`config.mk`:
```
export PLATFORM = sky130hd
export DESIGN_NAME = uart_prog_loader_flat
export DESIGN_NICKNAME = d
export VERILOG_FILES = /design/src/rtl/uart_prog_loader_pkg.sv /design/src/rtl/uart_prog_loader_if.sv /design/src/rtl/uart_prog_loader.sv /design/src/flat_wrapper.sv
export SDC_FILE = /design/constraint.sdc
export NUM_CORES = 1
export LEC_CHECK = 0
export ABC_AREA = 0
export CORE_AREA = 2 2 104 106
export DETAILED_ROUTE_END_ITERATION = 7
export DIE_AREA = 0 0 106 108
export PLACE_DENSITY = 0.79
export RECOVER_POWER = 25
export SLEW_MARGIN = 0
export SYNTH_ARGS = -nofsm -noshare
export SYNTH_HDL_FRONTEND = slang
export SYNTH_SLANG_ARGS = --single-unit
```
`constraint.sdc`:
```
create_clock -name clk -period 2.6 [get_ports clk]
set_input_delay 0.52 -clock clk [delete_from_list [all_inputs] [get_ports clk]]
set_output_delay 0.52 -clock clk [all_outputs]
set_load 0.01 [all_outputs]
```
`src/rtl/uart_prog_loader_pkg.sv`:
```
`default_nettype none
// ============================================================================
// Module      : uart_prog_pkg
// Description : Shared types and constants for the UART program loader.
//               loader_state_t  - loader FSM state encoding
//               SYNC_BYTE       - frame start marker
//               LEN_BYTES       - number of length-prefix bytes
// Revision    : 1.0 - initial release
// ============================================================================
package uart_prog_pkg;

  typedef enum logic [2:0] {
    ST_IDLE = 3'd0,
    ST_LEN  = 3'd1,
    ST_DATA = 3'd2,
    ST_DONE = 3'd3,
    ST_ERR  = 3'd4
  } loader_state_t;

  localparam logic [7:0]  SYNC_BYTE = 8'hA5;
  localparam int unsigned LEN_BYTES = 2;

endpackage : uart_prog_pkg
`default_nettype wire

```
`src/rtl/uart_prog_loader_if.sv`:
```
`default_nettype none
// ============================================================================
// Module      : uart_prog_loader_if
// Description : Byte-stream input and imem programming port of the loader.
//               rx_data/rx_valid/rx_err       - received byte stream
//               uart_dout/memcon_prog_ena/
//               prog_addr                     - imem write port
//               slave  : the loader (consumes bytes, drives writes)
//               master : the surrounding system (drives bytes, takes writes)
// Revision    : 1.0 - initial release
// ============================================================================
interface uart_prog_loader_if;

  logic [7:0]  rx_data;
  logic        rx_valid;
  logic        rx_err;
  logic [31:0] uart_dout;
  logic        memcon_prog_ena;
  logic [31:0] prog_addr;

  modport slave (
    input  rx_data,
    input  rx_valid,
    input  rx_err,
    output uart_dout,
    output memcon_prog_ena,
    output prog_addr
  );

  modport master (
    output rx_data,
    output rx_valid,
    output rx_err,
    input  uart_dout,
    input  memcon_prog_ena,
    input  prog_addr
  );

endinterface : uart_prog_loader_if
`default_nettype wire

```
`src/rtl/uart_prog_loader.sv`:
```
`default_nettype none
// ============================================================================
// Module      : uart_prog_loader
// Description : Consumes a length-prefixed byte frame (A5, N lo, N hi, N*4
//               data bytes, little-endian words) and writes each assembled
//               word to instruction memory with a one-cycle strobe.
// Ports       : clk        - system clock, rising edge
//               Rst        - asynchronous active-low reset
//               prog       - loader enable (level)
//               bus        - byte input + imem write port (slave modport)
//               busy       - frame in progress (LEN or DATA)
//               done / err - sticky result of the last frame
//               word_cnt   - words written in current/last frame
// Revision    : 1.0 - initial release
// ============================================================================
module uart_prog_loader
  import uart_prog_pkg::*;
#(
  parameter logic [31:0] BASE_ADDR = 32'h0000_0000,
  parameter int unsigned MAX_WORDS = 1024
) (
  input  logic               clk,
  input  logic               Rst,
  input  logic               prog,
  uart_prog_loader_if.slave  bus,
  output logic               busy,
  output logic               done,
  output logic               err,
  output logic [15:0]        word_cnt
);

  localparam logic [1:0] c_len_last  = 2'(LEN_BYTES - 1);
  localparam logic [1:0] c_lane_last = 2'd3;

  loader_state_t r_state;
  loader_state_t w_next_state;

  logic [15:0] r_len;
  logic [1:0]  r_idx;
  logic [23:0] r_asm;        // lanes 0..2; lane 3 comes straight from rx_data
  logic [31:0] r_dout;
  logic [31:0] r_addr;
  logic        r_ena;
  logic        r_done;
  logic        r_err;
  logic [15:0] r_word_cnt;

  logic        w_start;
  logic        w_len_cap;
  logic        w_lane_cap;
  logic        w_strobe;
  logic        w_prog_abort;
  logic [15:0] w_len_full;
  logic [15:0] w_cnt_inc;

  assign w_len_full = {bus.rx_data, r_len[7:0]};
  assign w_cnt_inc  = r_word_cnt + 16'd1;

  // --------------------------------------------------------------------------
  // State register
  // --------------------------------------------------------------------------
  always_ff @(posedge clk or negedge Rst) begin
    if (!Rst) begin
      r_state <= ST_IDLE;
    end else begin
      r_state <= w_next_state;
    end
  end

  // --------------------------------------------------------------------------
  // Next-state and datapath control
  // Loss of prog dominates everything; a byte flagged with rx_err is never
  // used, it only aborts an in-progress frame.
  // --------------------------------------------------------------------------
  always_comb begin
    w_next_state = r_state;
    w_start      = 1'b0;
    w_len_cap    = 1'b0;
    w_lane_cap   = 1'b0;
    w_strobe     = 1'b0;
    w_prog_abort = 1'b0;

    case (r_state)
      ST_IDLE: begin
        if (prog && bus.rx_valid && !bus.rx_err && (bus.rx_data == SYNC_BYTE)) begin
          w_next_state = ST_LEN;
          w_start      = 1'b1;
        end
      end

      ST_LEN: begin
        if (!prog) begin
          w_next_state = ST_IDLE;
          w_prog_abort = 1'b1;
        end else if (bus.rx_err) begin
          w_next_state = ST_ERR;
        end else if (bus.rx_valid) begin
          w_len_cap = 1'b1;
          if (r_idx == c_len_last) begin
            if ((w_len_full == 16'd0) || (w_len_full > 16'(MAX_WORDS))) begin
              w_next_state = ST_ERR;
            end else begin
              w_next_state = ST_DATA;
            end
          end
        end
      end

      ST_DATA: begin
        if (!prog) begin
          w_next_state = ST_IDLE;
          w_prog_abort = 1'b1;
        end else if (bus.rx_err) begin
          w_next_state = ST_ERR;
        end else if (bus.rx_valid) begin
          if (r_idx == c_lane_last) begin
            w_strobe = 1'b1;
            if (w_cnt_inc == r_len) begin
              w_next_state = ST_DONE;
            end
          end else begin
            w_lane_cap = 1'b1;
          end
        end
      end

      ST_DONE: w_next_state = ST_IDLE;
      ST_ERR:  w_next_state = ST_IDLE;
      default: w_next_state = ST_IDLE;
    endcase
  end

  // --------------------------------------------------------------------------
  // Datapath: length capture, word assembly, write port, status flags.
  // done/err are set while in DONE/ERR so that done appears the cycle after
  // the final strobe rather than alongside it.
  // --------------------------------------------------------------------------
  always_ff @(posedge clk or negedge Rst) begin
    if (!Rst) begin
      r_len      <= 16'd0;
      r_idx      <= 2'd0;
      r_asm      <= 24'd0;
      r_dout     <= 32'd0;
      r_addr     <= BASE_ADDR;
      r_ena      <= 1'b0;
      r_done     <= 1'b0;
      r_err      <= 1'b0;
      r_word_cnt <= 16'd0;
    end else begin
      r_ena <= 1'b0;

      if (w_start) begin
        r_idx      <= 2'd0;
        r_word_cnt <= 16'd0;
        r_done     <= 1'b0;
        r_err      <= 1'b0;
      end

      if (w_len_cap) begin
        if (r_idx == 2'd0) begin
          r_len[7:0] <= bus.rx_data;
        end else begin
          r_len[15:8] <= bus.rx_data;
        end
        r_idx <= (r_idx == c_len_last) ? 2'd0 : r_idx + 2'd1;
      end

      if (w_lane_cap) begin
        case (r_idx)
          2'd0:    r_asm[7:0]   <= bus.rx_data;
          2'd1:    r_asm[15:8]  <= bus.rx_data;
          default: r_asm[23:16] <= bus.rx_data;
        endcase
        r_idx <= r_idx + 2'd1;
      end

      if (w_strobe) begin
        r_dout     <= {bus.rx_data, r_asm};
        r_addr     <= BASE_ADDR + {14'd0, r_word_cnt, 2'b00};
        r_ena      <= 1'b1;
        r_word_cnt <= w_cnt_inc;
        r_idx      <= 2'd0;
      end

      if (r_state == ST_DONE) begin
        r_done <= 1'b1;
      end
      if ((r_state == ST_ERR) || w_prog_abort) begin
        r_err <= 1'b1;
      end
    end
  end

  assign bus.uart_dout       = r_dout;
  assign bus.memcon_prog_ena = r_ena;
  assign bus.prog_addr       = r_addr;
  assign busy                = (r_state == ST_LEN) || (r_state == ST_DATA);
  assign done                = r_done;
  assign err                 = r_err;
  assign word_cnt            = r_word_cnt;

endmodule : uart_prog_loader
`default_nettype wire

```
`src/flat_wrapper.sv`:
```
// flat-port wrapper written by rule: the top's interface ports become plain ports
module uart_prog_loader_flat import uart_prog_pkg::*;
#(
  parameter logic [31:0] BASE_ADDR = 32'h0000_0000,
  parameter int unsigned MAX_WORDS = 1024
)
  (clk, Rst, prog, busy, done, err, word_cnt, bus_rx_data, bus_rx_valid, bus_rx_err, bus_uart_dout, bus_memcon_prog_ena, bus_prog_addr);
  uart_prog_loader_if bus_i ();
  input  logic clk;
  input  logic Rst;
  input  logic prog;
  output logic busy;
  output logic done;
  output logic err;
  output logic [15:0] word_cnt;
  input wire logic [$bits(bus_i.rx_data)-1:0] bus_rx_data;
  input wire logic [$bits(bus_i.rx_valid)-1:0] bus_rx_valid;
  input wire logic [$bits(bus_i.rx_err)-1:0] bus_rx_err;
  output wire logic [$bits(bus_i.uart_dout)-1:0] bus_uart_dout;
  output wire logic [$bits(bus_i.memcon_prog_ena)-1:0] bus_memcon_prog_ena;
  output wire logic [$bits(bus_i.prog_addr)-1:0] bus_prog_addr;
  assign bus_i.rx_data = bus_rx_data;
  assign bus_i.rx_valid = bus_rx_valid;
  assign bus_i.rx_err = bus_rx_err;
  assign bus_uart_dout = bus_i.uart_dout;
  assign bus_memcon_prog_ena = bus_i.memcon_prog_ena;
  assign bus_prog_addr = bus_i.prog_addr;
  uart_prog_loader #(.BASE_ADDR(BASE_ADDR), .MAX_WORDS(MAX_WORDS)) u_core (.clk(clk), .Rst(Rst), .prog(prog), .bus(bus_i), .busy(busy), .done(done), .err(err), .word_cnt(word_cnt));
endmodule
```
==> tab_implementation.tex <==
\begin{tabular}{lr}
\hline
Metric & Value \\
\hline
\multicolumn{2}{l}{\textbf{Logic synthesis}} \\
\quad Register area share after synthesis & 52.5\% \\
\quad Yosys synthesis warning count & 0 \\
\quad Post-Syn Area per Cell & 9.94 um2 \\
\quad Total of flip-flops plus latches after synthesis & 112 \\
\quad Cell area after synthesis & 5340 um2 \\
\quad Unique cell type count in the Yosys netlist & 53 \\
\quad Share of async-settable or async-resettable flops after synthesis & 100\% \\
\quad Prevailing post-synth register cell & dfrtp\_1 \\
\quad EDFF count, synth & 0 \\
\quad Number of cells produced by synthesis & 537 \\
\multicolumn{2}{l}{\textbf{Global routing}} \\
\quad Aggregate global-route resource usage & 23.2\% \\
\quad Total gr overflow & 0 \\
\quad Number of antenna violations at the first check in global routing & 0 \\
\quad Number of global-route vias before repair & 4062 \\
\quad Wire length of the first global-routing pass & 20800 um \\
\quad Pin count of the biggest net entering global routing & 46 \\
\multicolumn{2}{l}{\textbf{Clock network}} \\
\quad TritonCTS clock tree & yes \\
\quad Root buffer selected by CTS & clkbuf\_8 \\
\quad Total number of clock tree sinks & 112 \\
\quad Number of setup buffers added after CTS & 0 \\
\quad Total number of H-tree levels & 3 \\
\quad Number of clock buffers inserted by TritonCTS & 9 \\
\quad Clock transition at the registers of the reported paths & 110 ps \\
\quad Buffer depth of the longest clock path & 2 \\
\quad Latest clock arrival within the worst-skew pair & 380 ps \\
\multicolumn{2}{l}{\textbf{Cells and area}} \\
\quad Number of diodes added for antenna fixing & 0 \\
\quad Most frequent cells in the layout & nand2\_1 (165), dfrtp\_1 (112), clkdlybuf4s50\_1 (79) \\
\quad Total Nets Final & 646 \\
\quad Area Overhead vs Synth & 22.4\% \\
\quad Non-Filler Instances & 769 \\
\quad Share of layout cells above drive strength 1 & 15.8\% \\
\quad Commonest non-fill, non-tap cell in the layout & nand2\_1 \\
\quad Filler cell count in the final layout & 832 \\
\multicolumn{2}{l}{\textbf{Timing}} \\
\quad Slew at the pin closest to its max-slew limit & 1140 ps \\
\quad Share of the cycle needed by the critical path after routing & 95.4\% \\
\quad Final Worst Setup Slack & 121 ps \\
\quad Unrepaired setup endpoints after global routing & false \\
\quad Crit path time final & 2480 ps \\
\quad Peak Freq & 403 MHz \\
\quad Number of max-slew violations in the final report & 0 \\
\quad Final Setup Violations & 0 \\
\quad Aggregate negative setup slack & 0 ps \\
\quad Final hold violation count & 0 \\
\quad Worst relative slew slack & 23.9\% \\
\quad Final worst clock skew & 14.2 ps \\
\multicolumn{2}{l}{\textbf{Worst setup path}} \\
\quad Required time at the worst-slack endpoint & 2080 ps \\
\quad Critical R2R Capture & u\_core.r\_state[0] \\
\quad Logic depth of the worst register-to-register path & 6 \\
\quad Capturing element type of the critical path & output port \\
\quad Startpoint class of the critical path & flop \\
\quad Critical Path AT & 1960 ps \\
\quad R2r setup slk & 280 ps \\
\quad Critical Path Fanout Max & 12 \\
\quad Origin of the critical flop-to-flop path & u\_core.word\_cnt[0] \\
\quad Worst setup path class & reg -> out \\
\multicolumn{2}{l}{\textbf{Placed design}} \\
\quad Placer Congestion & 0.938 \\
\quad Pre-CTS WS & -84.4 ps \\
\quad DPL Wire Length & 8900 um \\
\quad Total placed cells including tap cells & 753 \\
\quad Input/output buffers & 80 \\
\multicolumn{2}{l}{\textbf{Die}} \\
\quad Die boundary height & 108 um \\
\quad Number of placement rows & 37 \\
\quad Starting utilization of the core area & 52.2\% \\
\quad Core region area & 10200 um2 \\
\quad Chip Width & 106 um \\
\quad Total die area & 11400 um2 \\
\quad Top-Level Pins & 97 \\
\multicolumn{2}{l}{\textbf{Power and ir drop}} \\
\quad Logic gate share of total power & 4.4\% \\
\quad Power Total & 0.00287 W \\
\quad Lkg Pwr & 3.19 nW \\
\quad Sw Ratio & 24.2\% \\
\quad Share of power burned in the clock network & 34.7\% \\
\quad Fraction of power consumed by sequential logic & 60.9\% \\
\quad Net switching power & 0.000694 W \\
\quad Internal Dissipation & 0.00218 W \\
\quad Pwr dens & 439 nW/um2 \\
\quad Peak supply drop & 267 uV \\
\multicolumn{2}{l}{\textbf{Drt}} \\
\quad Final routed wirelength across all metal layers & 12600 um \\
\quad Routed vias/inst & 5.44 \\
\quad ANT nets after route & 0 \\
\quad Post-route DRC & 0 \\
\quad Per-cell routed wire length & 16.4 um \\
\quad Total via count after detailed routing & 4187 \\
\quad First-iteration detailed-routing DRC count & 175 \\
\quad First-pass DRT Iterations & 5 \\
\multicolumn{2}{l}{\textbf{Run status}} \\
\quad Outcome & complete, no violations \\
\multicolumn{2}{l}{\textbf{Flow run}} \\
\quad Max-cap violations & 0 \\
\multicolumn{2}{l}{\textbf{Worst hold path}} \\
\quad Worst min path class & in -> async \\
\hline
\end{tabular}
## cells by family after synthesis
family / Yosys count / synth area share, %
AND/OR/NAND/NOR: 242 / 21.1
buffers and inverters: 50 / 5.46
adder cells (fa/ha/maj): 5 / 1.17
multiplexers: 41 / 8.62
AO/OA/AOI/OAI: 65 / 7.61
XOR/XNOR: 21 / 3.44
other: 1 / 0.0702
flip-flops: 112 / 52.5
## cell type report
type / instances / area (um2) / area share, %
Sequential cell: 112 / 2800 / 42.9
Multi-Input combinational cell: 390 / 2310 / 35.4
Timing Repair Buffer: 107 / 1030 / 15.8
Tap cell: 136 / 170 / 2.60
Clock buffer: 10 / 138 / 2.11
Clock inverter: 6 / 52.6 / 0.804
Inverter: 8 / 30.0 / 0.459
## critical path, stage by stage, from the launching register on
cell and delay [ps]:
dfrtp_1 530, nand2b_1 260, a21oi_1 230, clkdlybuf4s50_1 570
## power by group through the flow
stage	Combinational (W)	Clock (W)	Sequential [W]
after global placement	0.000127	0	0.00178
after floorplan	0.0000521	0	0.00178
final	0.000125	0.000996	0.00175
after detailed placement	0.000130	0	0.00178
after CTS	0.000130	0.00101	0.00175
after global routing	0.000139	0.00108	0.00175
## flip-flops by register name, indices dropped and copies added (netlist names)
register,count
u_core.bus.memcon_prog_ena,1
u_core.bus.prog_addr,16
u_core.bus.uart_dout,32
u_core.done,1
u_core.err,1
u_core.r_asm,24
u_core.r_idx,2
u_core.r_len,16
u_core.r_state,3
u_core.word_cnt,16
## worst max-delay path by stage
stage | depth (start not counted) | start | slack [ps] | end
after floorplan | 6 | bus_rx_data[3] | 570 | u_core.r_state[0]
final | 3 | u_core.r_state[0] | 120 | busy
after CTS | 3 | u_core.r_state[0] | 130 | busy
after global placement | 8 | bus_rx_data[3] | 20 | u_core.r_state[0]
after global routing | 3 | u_core.r_state[0] | 50 | busy
after detailed placement | 8 | bus_rx_err | -80 | u_core.r_state[0]
## cells in the mapped netlist (7+ instances only)
| library cell | n | area share (%) |
|---|---|---|
| nand2_1 | 165 | 12 |
| dfrtp_1 | 112 | 52 |
| mux2_2 | 40 | 8.4 |
| o21ai_0 | 31 | 2.9 |
| nor2_1 | 20 | 1.4 |
| buf_4 | 18 | 2.5 |
| xnor2_1 | 12 | 2.0 |
| clkbuf_1 | 11 | 0.77 |
| nand4_1 | 11 | 1.3 |
| o31ai_1 | 10 | 1.4 |
| xor2_1 | 9 | 1.5 |
| inv_1 | 8 | 0.56 |
| nor4_1 | 8 | 0.94 |
| buf_2 | 7 | 0.66 |
| nand3_1 | 7 | 0.66 |
## stage by stage
step	utilization (%)	area (um2)	hold slack, ps
floorplan	-	5400	224
global placement	62.1	6360	429
detailed placement	62.1	6360	431
CTS	64.0	6550	20.8
global route	63.9	6540	437
finish	63.9	6540	338
## timing repair
action,CTS,global route
hold buffers,0,0
gates resized for setup,0,3
endpoints found under the setup margin,0,1
## per-layer routing
metal  global-route usage, %  up-vias  wire [um]
met3                    3.92       18        706
met5                       0        -          0
li1                        -     1959          -
met2                    37.6      158       6040
met4                    8.36        0        218
met1                    31.8     2052       5620
Power figures use the tool's default switching activity.
